File: config.mk
export PLATFORM = sky130hd
export DESIGN_NAME = stall_ctrl_flat
export DESIGN_NICKNAME = d
export VERILOG_FILES = /design/src/rtl/stall_ctrl_pkg.sv /design/src/rtl/stall_ctrl_if.sv /design/src/rtl/stall_ctrl_decode.sv /design/src/rtl/stall_ctrl.sv /design/src/flat_wrapper.sv
export SDC_FILE = /design/constraint.sdc
export NUM_CORES = 1
export LEC_CHECK = 0
export CAP_MARGIN = 20
export CORE_ASPECT_RATIO = 1.4
export CORE_MARGIN = 5
export CORE_UTILIZATION = 45
export DETAILED_ROUTE_END_ITERATION = 8
export HOLD_SLACK_MARGIN = 0.02
export PLACE_DENSITY_LB_ADDON = 0.08
export SLEW_MARGIN = 10
export SYNTH_ARGS = -nofsm -noshare
export SYNTH_HDL_FRONTEND = slang
export SYNTH_SLANG_ARGS = --single-unit
File: constraint.sdc
create_clock -name clk -period 3 [get_ports clk]
set_clock_uncertainty 0.15 [all_clocks]
set_input_delay 0.6 -clock clk [delete_from_list [all_inputs] [get_ports clk]]
set_output_delay 0.6 -clock clk [all_outputs]
set_load 0.01 [all_outputs]
File: src/rtl/stall_ctrl_pkg.sv
// Shared decode constants, FSM state encoding and stall-cause codes for the
// MIPS-lite pipeline interlock controller.
package stall_ctrl_pkg;

  localparam logic [5:0] OP_SPECIAL  = 6'h00;
  localparam logic [5:0] OP_J        = 6'h02;
  localparam logic [5:0] OP_JAL      = 6'h03;
  localparam logic [5:0] OP_BEQ      = 6'h04;
  localparam logic [5:0] OP_BNE      = 6'h05;
  localparam logic [5:0] OP_SPECIAL2 = 6'h1C;

  localparam logic [5:0] FN_JR    = 6'h08;
  localparam logic [5:0] FN_MFHI  = 6'h10;
  localparam logic [5:0] FN_MFLO  = 6'h12;
  localparam logic [5:0] FN_MULT  = 6'h18;
  localparam logic [5:0] FN_DIVU  = 6'h1B;
  localparam logic [5:0] FN2_MUL  = 6'h01;

  typedef enum logic [1:0] {
    IDLE      = 2'd0,
    MDU_BUSY  = 2'd1,
    CTRL_WAIT = 2'd2
  } state_e;

  typedef enum logic [1:0] {
    CAUSE_NONE     = 2'b00,
    CAUSE_LOAD_USE = 2'b01,
    CAUSE_MDU      = 2'b10,
    CAUSE_CTRL     = 2'b11
  } cause_e;

  function automatic int unsigned max_u(input int unsigned a, input int unsigned b);
    return (a > b) ? a : b;
  endfunction

endpackage

File: src/rtl/stall_ctrl_if.sv
// ID-stage hazard inputs and front-end enable outputs of the stall controller.
interface stall_ctrl_if #(
  parameter int unsigned PERF_W = 16
);
  logic              id_valid;
  logic [31:0]       id_instr;
  logic              ex_mem_read;
  logic [4:0]        ex_rt;
  logic              en_pc;
  logic              en_ifid;
  logic              flush_ifid;
  logic              bubble_idex;
  logic [1:0]        stall_cause;
  logic              busy;
  logic [PERF_W-1:0] stall_cycles;

  modport master (
    output id_valid, id_instr, ex_mem_read, ex_rt,
    input  en_pc, en_ifid, flush_ifid, bubble_idex, stall_cause, busy, stall_cycles
  );

  modport slave (
    input  id_valid, id_instr, ex_mem_read, ex_rt,
    output en_pc, en_ifid, flush_ifid, bubble_idex, stall_cause, busy, stall_cycles
  );
endinterface

File: src/rtl/stall_ctrl_decode.sv
// Classifies the ID-stage instruction into MDU / HILO-read / control-transfer.
module instr_class_decode
  import stall_ctrl_pkg::*;
(
  input  logic [31:0] id_instr,
  input  logic        id_valid,
  output logic        is_mdu,
  output logic        is_hilo,
  output logic        is_ctrl,
  output logic [4:0]  rs,
  output logic [4:0]  rt
);
  logic [5:0] op;
  logic [5:0] fn;
  logic       unused_bits;

  assign op          = id_instr[31:26];
  assign fn          = id_instr[5:0];
  assign rs          = id_instr[25:21];
  assign rt          = id_instr[20:16];
  assign unused_bits = ^id_instr[15:6];

  always_comb begin
    is_mdu  = 1'b0;
    is_hilo = 1'b0;
    is_ctrl = 1'b0;
    if (id_valid) begin
      unique case (op)
        OP_SPECIAL: begin
          is_mdu  = (fn >= FN_MULT) && (fn <= FN_DIVU);
          is_hilo = (fn == FN_MFHI) || (fn == FN_MFLO);
          is_ctrl = (fn == FN_JR);
        end
        OP_SPECIAL2:                    is_mdu  = (fn == FN2_MUL);
        OP_J, OP_JAL, OP_BEQ, OP_BNE:   is_ctrl = 1'b1;
        default: ;
      endcase
    end
  end
endmodule

File: src/rtl/stall_ctrl.sv
// Pipeline interlock controller: load-use interlock, counter-timed MDU and
// branch waits, and a saturating stall-cycle performance counter.
module stall_ctrl
  import stall_ctrl_pkg::*;
#(
  parameter int unsigned MDU_LAT      = 32,
  parameter int unsigned BR_STALL     = 2,
  parameter bit          MDU_BLOCKING = 1'b1,
  parameter int unsigned PERF_W       = 16
) (
  input logic         clk,
  input logic         rst,
  stall_ctrl_if.slave bus
);
  localparam int unsigned CNT_MAX   = max_u(MDU_LAT, BR_STALL);
  localparam int unsigned CW        = max_u($clog2(CNT_MAX + 1), 5);
  localparam int unsigned BR_RELOAD = (BR_STALL > 0) ? BR_STALL - 1 : 0;

  state_e            state, state_next;
  logic [CW-1:0]     cnt, cnt_next;
  logic              busy_q;
  logic [PERF_W-1:0] stall_cycles_q;

  logic       is_mdu, is_hilo, is_ctrl;
  logic [4:0] rs, rt;
  logic       lu_hit;
  logic       en_pc, en_ifid, flush_ifid, bubble_idex;
  cause_e     cause;

  instr_class_decode u_decode (
    .id_instr (bus.id_instr),
    .id_valid (bus.id_valid),
    .is_mdu   (is_mdu),
    .is_hilo  (is_hilo),
    .is_ctrl  (is_ctrl),
    .rs       (rs),
    .rt       (rt)
  );

  assign lu_hit = bus.id_valid && bus.ex_mem_read && (bus.ex_rt != '0) &&
                  ((bus.ex_rt == rs) || (bus.ex_rt == rt));

  always_comb begin
    state_next  = state;
    cnt_next    = cnt;
    en_pc       = 1'b1;
    en_ifid     = 1'b1;
    flush_ifid  = 1'b0;
    bubble_idex = 1'b0;
    cause       = CAUSE_NONE;
    // Outputs stay at their defaults while rst is high; the FSM is cleared by the register.
    if (!rst) begin
      unique case (state)
        IDLE: begin
          if (lu_hit) begin
            en_pc       = 1'b0;
            en_ifid     = 1'b0;
            bubble_idex = 1'b1;
            cause       = CAUSE_LOAD_USE;
          end else if (is_mdu) begin
            cnt_next   = CW'(MDU_LAT - 1);
            state_next = MDU_BUSY;
          end else if (is_ctrl && (BR_STALL > 0)) begin
            cnt_next   = CW'(BR_RELOAD);
            state_next = CTRL_WAIT;
          end
        end
        MDU_BUSY: begin
          if (MDU_BLOCKING || is_mdu || is_hilo || is_ctrl) begin
            en_pc       = 1'b0;
            en_ifid     = 1'b0;
            bubble_idex = 1'b1;
            cause       = CAUSE_MDU;
          end else if (lu_hit) begin
            en_pc       = 1'b0;
            en_ifid     = 1'b0;
            bubble_idex = 1'b1;
            cause       = CAUSE_LOAD_USE;
          end
          if (cnt == '0) state_next = IDLE;
          else           cnt_next   = cnt - 1'b1;
        end
        CTRL_WAIT: begin
          en_pc      = 1'b0;
          flush_ifid = 1'b1;
          cause      = CAUSE_CTRL;
          if (cnt == '0) state_next = IDLE;
          else           cnt_next   = cnt - 1'b1;
        end
        default: state_next = IDLE;
      endcase
    end
  end

  always_ff @(posedge clk) begin
    if (rst) begin
      state          <= IDLE;
      cnt            <= '0;
      busy_q         <= 1'b0;
      stall_cycles_q <= '0;
    end else begin
      state  <= state_next;
      cnt    <= cnt_next;
      busy_q <= (state_next != IDLE);
      if (!en_pc && (stall_cycles_q != '1))
        stall_cycles_q <= stall_cycles_q + 1'b1;
    end
  end

  assign bus.en_pc        = en_pc;
  assign bus.en_ifid      = en_ifid;
  assign bus.flush_ifid   = flush_ifid;
  assign bus.bubble_idex  = bubble_idex;
  assign bus.stall_cause  = cause;
  assign bus.busy         = busy_q;
  assign bus.stall_cycles = stall_cycles_q;
endmodule

File: src/flat_wrapper.sv
// flat-port wrapper written by rule: the top's interface ports become plain ports
module stall_ctrl_flat import stall_ctrl_pkg::*;
#(
  parameter int unsigned MDU_LAT      = 32,
  parameter int unsigned BR_STALL     = 2,
  parameter bit          MDU_BLOCKING = 1'b1,
  parameter int unsigned PERF_W       = 16
)
  (clk, rst, bus_id_valid, bus_id_instr, bus_ex_mem_read, bus_ex_rt, bus_en_pc, bus_en_ifid, bus_flush_ifid, bus_bubble_idex, bus_stall_cause, bus_busy, bus_stall_cycles);
  stall_ctrl_if #(.PERF_W(PERF_W)) bus_i ();
  input logic clk;
  input logic rst;
  input wire logic [$bits(bus_i.id_valid)-1:0] bus_id_valid;
  input wire logic [$bits(bus_i.id_instr)-1:0] bus_id_instr;
  input wire logic [$bits(bus_i.ex_mem_read)-1:0] bus_ex_mem_read;
  input wire logic [$bits(bus_i.ex_rt)-1:0] bus_ex_rt;
  output wire logic [$bits(bus_i.en_pc)-1:0] bus_en_pc;
  output wire logic [$bits(bus_i.en_ifid)-1:0] bus_en_ifid;
  output wire logic [$bits(bus_i.flush_ifid)-1:0] bus_flush_ifid;
  output wire logic [$bits(bus_i.bubble_idex)-1:0] bus_bubble_idex;
  output wire logic [$bits(bus_i.stall_cause)-1:0] bus_stall_cause;
  output wire logic [$bits(bus_i.busy)-1:0] bus_busy;
  output wire logic [$bits(bus_i.stall_cycles)-1:0] bus_stall_cycles;
  assign bus_i.id_valid = bus_id_valid;
  assign bus_i.id_instr = bus_id_instr;
  assign bus_i.ex_mem_read = bus_ex_mem_read;
  assign bus_i.ex_rt = bus_ex_rt;
  assign bus_en_pc = bus_i.en_pc;
  assign bus_en_ifid = bus_i.en_ifid;
  assign bus_flush_ifid = bus_i.flush_ifid;
  assign bus_bubble_idex = bus_i.bubble_idex;
  assign bus_stall_cause = bus_i.stall_cause;
  assign bus_busy = bus_i.busy;
  assign bus_stall_cycles = bus_i.stall_cycles;
  stall_ctrl #(.MDU_LAT(MDU_LAT), .BR_STALL(BR_STALL), .MDU_BLOCKING(MDU_BLOCKING), .PERF_W(PERF_W)) u_core (.clk(clk), .rst(rst), .bus(bus_i));
endmodule
==> impl_metrics.yaml <==
detailed_routing:
  drt_iter0_drc: 49
  drc: 0
  vias: 2036
  finalWirelength_um: 5270
  ant_nets: 0
  routed_via_density: 5.80
  drt-pass1-iter-count: 4
  avgRoutedWirePerCell_um: 15.0
finish:
  final_util: 0.680
  layoutNonFillerInstCount: 351
  nFillCells: 353
  final_common_cell: "clkdlybuf4s50_1"
  final_cell_mix: "45 x clkdlybuf4s50_1, 35 x buf_4, 25 x dfxtp_1, 19 x nor2_1, 15 x o21ai_0"
  areaGrowthSynthToFinish_pct: 46.4
  drive_above_1_share: 0.218
  n_antenna_cell: 0
  final_nets: 357
grt:
  grt_overflow: 0
  grt_pass1_wl_um: 8950
  grtUsageMet2: 0.372
  antenna_found_initial: 0
  grt.total_usage: 0.201
  grt_util_met1: 0.227
  grt_use_met3: 0.0199
  busiest_layer: "met2"
  grt_pass1_vias: 2013
  grt_max_degree: 20
worst_hold_path:
  min_from: "u_core.bus.stall_cycles[12]"
  hold_path_class: "flop to flop"
timing:
  fin_crit_ns: 2.91
  finalHoldViolCount: 0
  tightest_slew_ns: 0.478
  grt_setup_unrepaired: "no"
  finalCritPeriodShare: 0.970
  finalSetupViolCount: 0
  maxSlewHeadroom: 0.678
  fin_hold_ws_ns: 0.362
  fmaxAchievable_ghz: 0.344
  finalMaxSlewViolations: 0
cts:
  root_buffer: "clkbuf_8"
  clk_latency_ns: 0.27
  cts_made_buffers: 3
  clock_path_buffers: 2
  numClockSinks: 25
  cts.htree.levels: 1
  holdBufCountCts: 0
  cts_tree: "done"
  clkTransAtPathRegs_ns: 0.10
setup_path:
  path_cells: "dlygate4sd2_1, or4_4, o211a_1, nand2_2, buf_4, buf_4, buf_4, buf_4, buf_4, buf_4, o32ai_2, or3_1, a221oi_2"
  worst_setup_path_start_kind: "input pin"
  slowest_stage: "or4_4"
  path_class: "input pin to flop"
  endpoint_kind: "flop"
  path_delay_family: "simple AND/OR/NAND/NOR gates"
  slowest_delay_ns: 0.53
  path_buf_inv: 7
  cp-startpoint: "bus_ex_rt[3]"
  cp.required_ns: 3.05
  timing.rr.start: "u_core.state[1]"
  path_common_cell: "buf_4"
  arrival_ns: 2.96
  worst-path-max-fanout: 3
  rrSetupSlack_ns: 0.47
die:
  start_util: 0.464
  die_area_mm2: 0.00543
  coreArea_mm2: 0.00392
  die_h_um: 85.2
  rows: 27
  pin_count: 64
  dieWidth_um: 63.7
synth:
  synth_area_per_cell_um2: 8.09
  synth_edf_count: 0
  muxShareOfSynthArea: 0.0365
  async_flop_share: 0
  yosys.area_share.simple: 0.248
  synth_fp_nets: 273
  synth_xor_area_frac: 0.0481
  synth_ff_type: "dfxtp_1"
  synth_seq_cells: 25
  synthAdderAreaFrac: 0.0481
  syn_inst: 225
  synth_top_family_by_area: "compound AO/OA/AOI/OAI gates"
  ys_warn_count: 0
  synth_compound_area_frac: 0.287
  synth_area_mm2: 0.00182
  ys_types: 56
  synth-seq-area-share: 0.275
place:
  place_hpwl_um: 4160
  routabilityCongestion: 0.857
  place.port_buffers: 53
  place_inst: 340
power:
  p_leak_nw: 0.984
  pwr_density_cell_mw_per_mm2: 265
  power_mw: 0.707
  max-vdd-ir-drop_mv: 0.266
outcome:
  status: "complete, no violations"
flow_run:
  maxCapViolations: 0
==> area by class of cell <==
cell class / count / area, um^2 / area share
Inverter: 15 / 56.3 / 0.0211
Clock inverter: 1 / 7.51 / 0.00282
Multi-Input combinational cell: 176 / 1230 / 0.463
Sequential cell: 25 / 500 / 0.188
Timing Repair Buffer: 88 / 772 / 0.290
Tap cell: 43 / 53.8 / 0.0202
Clock buffer: 3 / 41.3 / 0.0155
==> through the flow <==
| step | setup TNS, ns | area, um^2 | setup WS [ns] |
|---|---|---|---|
| floorplan | 0 | 1820 | 0.227 |
| global route | 0 | 2660 | 0.0193 |
| CTS | 0 | 2660 | 0.0318 |
| global placement | -1.67 | 2570 | -0.451 |
| finish | 0 | 2660 | 0.0902 |
| detailed placement | -1.85 | 2570 | -0.466 |
==> synth_stat cells, drive strengths merged, types with 2 or more instances <==
library cell / count / area, um^2
clkbuf: 6 / 32.5
nand2b: 2 / 12.5
xor2: 10 / 87.6
nor2: 19 / 71.3
o31ai: 3 / 22.5
a21oi: 13 / 65.1
nor2b: 7 / 43.8
dfxtp: 25 / 500
nand3: 9 / 45.0
a211oi: 2 / 15.0
buf: 3 / 13.8
mux2: 5 / 56.3
nand2: 7 / 26.3
or4: 2 / 18.8
nor3: 9 / 50.1
inv: 14 / 52.6
nor3b: 2 / 15.0
o211ai: 5 / 37.5
o41ai: 7 / 61.3
ha: 7 / 87.6
o311ai: 4 / 35.0
o21a: 3 / 22.5
o21ai: 16 / 80.1
nand4: 4 / 25.0
or2: 6 / 37.5
and3: 3 / 18.8
or3: 5 / 33.8
o2111ai: 2 / 17.5
nor4: 6 / 37.5
==> cells by family after synthesis <==
kind of cell / after synthesis
and+or+nand+nor: 83
adders and majority gates: 7
AOI/OAI and AO/OA: 70
buffers and inverters: 24
muxes: 6
xor gates and xnor gates: 10
DFF: 25
==> worst min-delay path: cells and delay by family (launching register included) <==
kind / cells / cell delay [ns]
simple gates: 1 / 0.07
mux: 1 / 0.05
flops: 1 / 0.35
==> repair_timing <==
item,4_1_cts,5_1_grt
endpoints found under the setup margin,4,8
resized for setup,22,2
pin swaps,8,0
buffers inserted,7,0
==> report_power, final <==
part / leakage (nW) / switching [mW] / internal, mW
clock: 0.0217 / 0.115 / 0.0942
combinational: 0.761 / 0.0719 / 0.0884
sequential: 0.202 / 0.00295 / 0.335
==> flip-flops by register name (all words and copies together) (netlist names) <==
register	count
u_core.state	2
u_core.bus.stall_cycles	16
u_core.bus.busy	1
u_core.cnt	6
==> worst paths after layout <==
check / endpoint / cells past startpoint
setup / recovery: u_core.cnt[5] / 13
hold / removal: u_core.bus.stall_cycles[12] / 2
setup reg to reg: u_core.cnt[5] / 9
hold reg to reg: u_core.bus.stall_cycles[12] / 2
==> layer usage <==
metal	vias to the layer above	share of wire	wire (um)
met4	0	0.017	89
li1	1016	-	-
met3	6	0.020	104
met1	986	0.41	2140
met5	-	0	0
met2	28	0.56	2940
(Power assumes the default switching activity.)
==> edit, RTL diff (same flow settings) <==
`MDU_BLOCKING` is set to 1'b1 in 2 places; all go to 1'b0.
--- a/src/rtl/stall_ctrl.sv
+++ b/src/rtl/stall_ctrl.sv
@@ -5,7 +5,7 @@
 #(
   parameter int unsigned MDU_LAT      = 32,
   parameter int unsigned BR_STALL     = 2,
-  parameter bit          MDU_BLOCKING = 1'b1,
+  parameter bit          MDU_BLOCKING = 1'b0,
   parameter int unsigned PERF_W       = 16
 ) (
   input logic         clk,
--- a/src/flat_wrapper.sv
+++ b/src/flat_wrapper.sv
@@ -3,7 +3,7 @@
 #(
   parameter int unsigned MDU_LAT      = 32,
   parameter int unsigned BR_STALL     = 2,
-  parameter bit          MDU_BLOCKING = 1'b1,
+  parameter bit          MDU_BLOCKING = 1'b0,
   parameter int unsigned PERF_W       = 16
 )
   (clk, rst, bus_id_valid, bus_id_instr, bus_ex_mem_read, bus_ex_rt, bus_en_pc, bus_en_ifid, bus_flush_ifid, bus_bubble_idex, bus_stall_cause, bus_busy, bus_stall_cycles);
Formal check against the unedited RTL: not equivalent (a bounded check fails within 4 cycles, from zero or initial values and one cycle with rst high).
==> edit against the original RTL <==
- sequential cell count unchanged
- largest power group unchanged
- cell area increased by 1.2%
- clock power decreased by 4%
- critical endpoint is now bus_en_ifid
- non-clock buffer count increased by 1
- synthesized area increased by 0.83%
- setup slack got worse by 0.062 ns
- final cell count increased by 0.57%
- wire length decreased by 8.5%
- total power decreased by 3.9%
==> edit: results (changes against the original RTL) <==
Cells and area
  • Final #Nets: 359 (+0.56%)
  • Ant. Diodes: 0 (unchanged)
  • Layout cells sized above 1: 23.2% (+1.5 points)
  • Fill count: 345 (-2.3%)
  • Flip-flop count of the largest register after layout: 16 (unchanged)

Timing
  • Final count of hold timing violations: 0 (unchanged)
  • Worst-Margin Slew: 0.498 ns (+0.0194 ns)

Clock network
  • Worst-Skew Late Latency: 0.27 ns (about the same)
  • Post_cts resized: 55 (+150%)
  • Reg clk slew, reported paths: 0.08 ns (-0.02 ns)
  • H-tree levels: 1 (unchanged)
  • CTS Buf Count: 3 (unchanged)
  • Clock root cell: clkbuf_8
  • Setup Buffers After CTS: 11 (+4)
  • Clock Tree Buf Depth: 2 (unchanged)

Pwr
  • Peak VDD IR: 226 uV (-15%)
  • Leakage: 1.05 nW (+6.9%)

Global route
  • Number of global-route vias before repair: 1943 (-3.5%)
  • Grt ovf: 0 (unchanged)
  • First-pass GRT wire length: 8230 um (-8.0%)
  • Global Route Usage Sum: 18.1% (-2.0 points)
  • Antenna violations before repair: 0 (unchanged)
  • Largest net degree at the start of global routing: 25 (+25%)

Synthesis
  • Ys Warns: 0 (unchanged)
  • Synth Area in XOR/XNOR: 6.68% (+1.9 points)
  • Post-Syn Nets: 273 (unchanged)
  • Asr flop ratio synth: 0% (unchanged)
  • Register area share after synthesis: 27.3% (-0.23 points)
  • Post-synthesis compound-gate area fraction: 25.1% (-3.6 points)
  • Most instantiated cells after synthesis: dfxtp_1, a21oi_1, nand2_1, or3_1
  • EDFF count, synth: 0 (unchanged)
  • Mux contribution to synthesized area: 1.16% (-2.5 points)
  • Yosys cell types: 51 (-8.9%)
  • Synth Area in Adders: 4.77% (-0.039 points)
  • Synth top area cells: dfxtp_1, or3_1, a21oi_1, ha_1, o21ai_0

Worst setup path
  • Largest fanout on the critical path: 4 (+1)
  • Crit path DAT: 2.22 ns (-0.74 ns)
  • Worst Setup SP: bus_id_instr[30]
  • Worst r2r src: u_core.state[1]

Route
  • Vias per cell: 5.53 (-4.7%)
  • Final wirelength: 4820 um (-8.5%)
  • Iteration-0 DRC Markers: 121 (+150%)
  • DRT Pass-1 Iters: 4 (unchanged)

Placement
  • Detailed Place HPWL: 3730 um (-10%)
  • Gpl congestion: 0.825 (-3.8%)
  • Buffers on Ports: 53 (unchanged)
  • Placed inst area: 2560 um^2 (-0.19%)

Outcome
  • Status: finished, final reports clean

Hold path
  • Hold Crit Start: u_core.bus.stall_cycles[13]
  • Hold WC Path Type: reg -> reg
edit: where the power goes:
group          total (W)  leakage [nW]  internal, W  switching (W)
clock network   0.000201        0.0255    0.0000930       0.000108
registers       0.000338         0.202     0.000335     0.00000349
logic           0.000139         0.825    0.0000748      0.0000645
total           0.000679          1.05     0.000503       0.000176
edit: metrics by stage:
step	std cells	setup TNS [ns]	setup slack, ns	total power, W
6_report	353	0	0.0280	0.000679
5_1_grt	353	-0.180	-0.0712	0.000715
4_1_cts	352	-0.0111	-0.0111	0.000680
3_5_place_dp	337	-3.92	-0.619	0.000487
3_3_place_gp	337	-3.44	-0.558	0.000486
2_1_floorplan	225	0	0.319	0.000409
edit: critical path: stages:
cell	delay, ns
clkdlybuf4s15_2	0.21
nor4_2	0.34
and3_4	0.25
a31o_4	0.15
nor2_1	0.05
nand2_1	0.09
a21oi_1	0.08
or3_1	0.32
buf_2	0.15
edit: final timing paths:
check	slack (ns)	endpoint	cells after the start
worst min-delay path	0.35	u_core.bus.stall_cycles[13]	2
worst min register to register	0.35	u_core.bus.stall_cycles[13]	2
worst max register to register	0.69	u_core.cnt[5]	8
worst max-delay path	0.03	bus_en_ifid	9
edit: area by class of cell:
class	instances	area, um^2	share of cell area (%)
clock buffer	3	41.3	1.53
clock inverter	1	5.00	0.186
inverter	10	37.5	1.39
multi-input combinational	182	1290	47.9
sequential	25	500	18.6
tap	43	53.8	2.00
timing repair buffer	89	766	28.4
edit: per-layer routing:
layer	GRT usage (%)	vias up	part of all wire [%]	wire, um
li1	-	998	-	-
met1	18.4	899	37	1800
met2	35.0	45	55	2660
met3	3.28	9	5.3	255
met4	6.99	0	2.2	106
met5	0	-	0	0
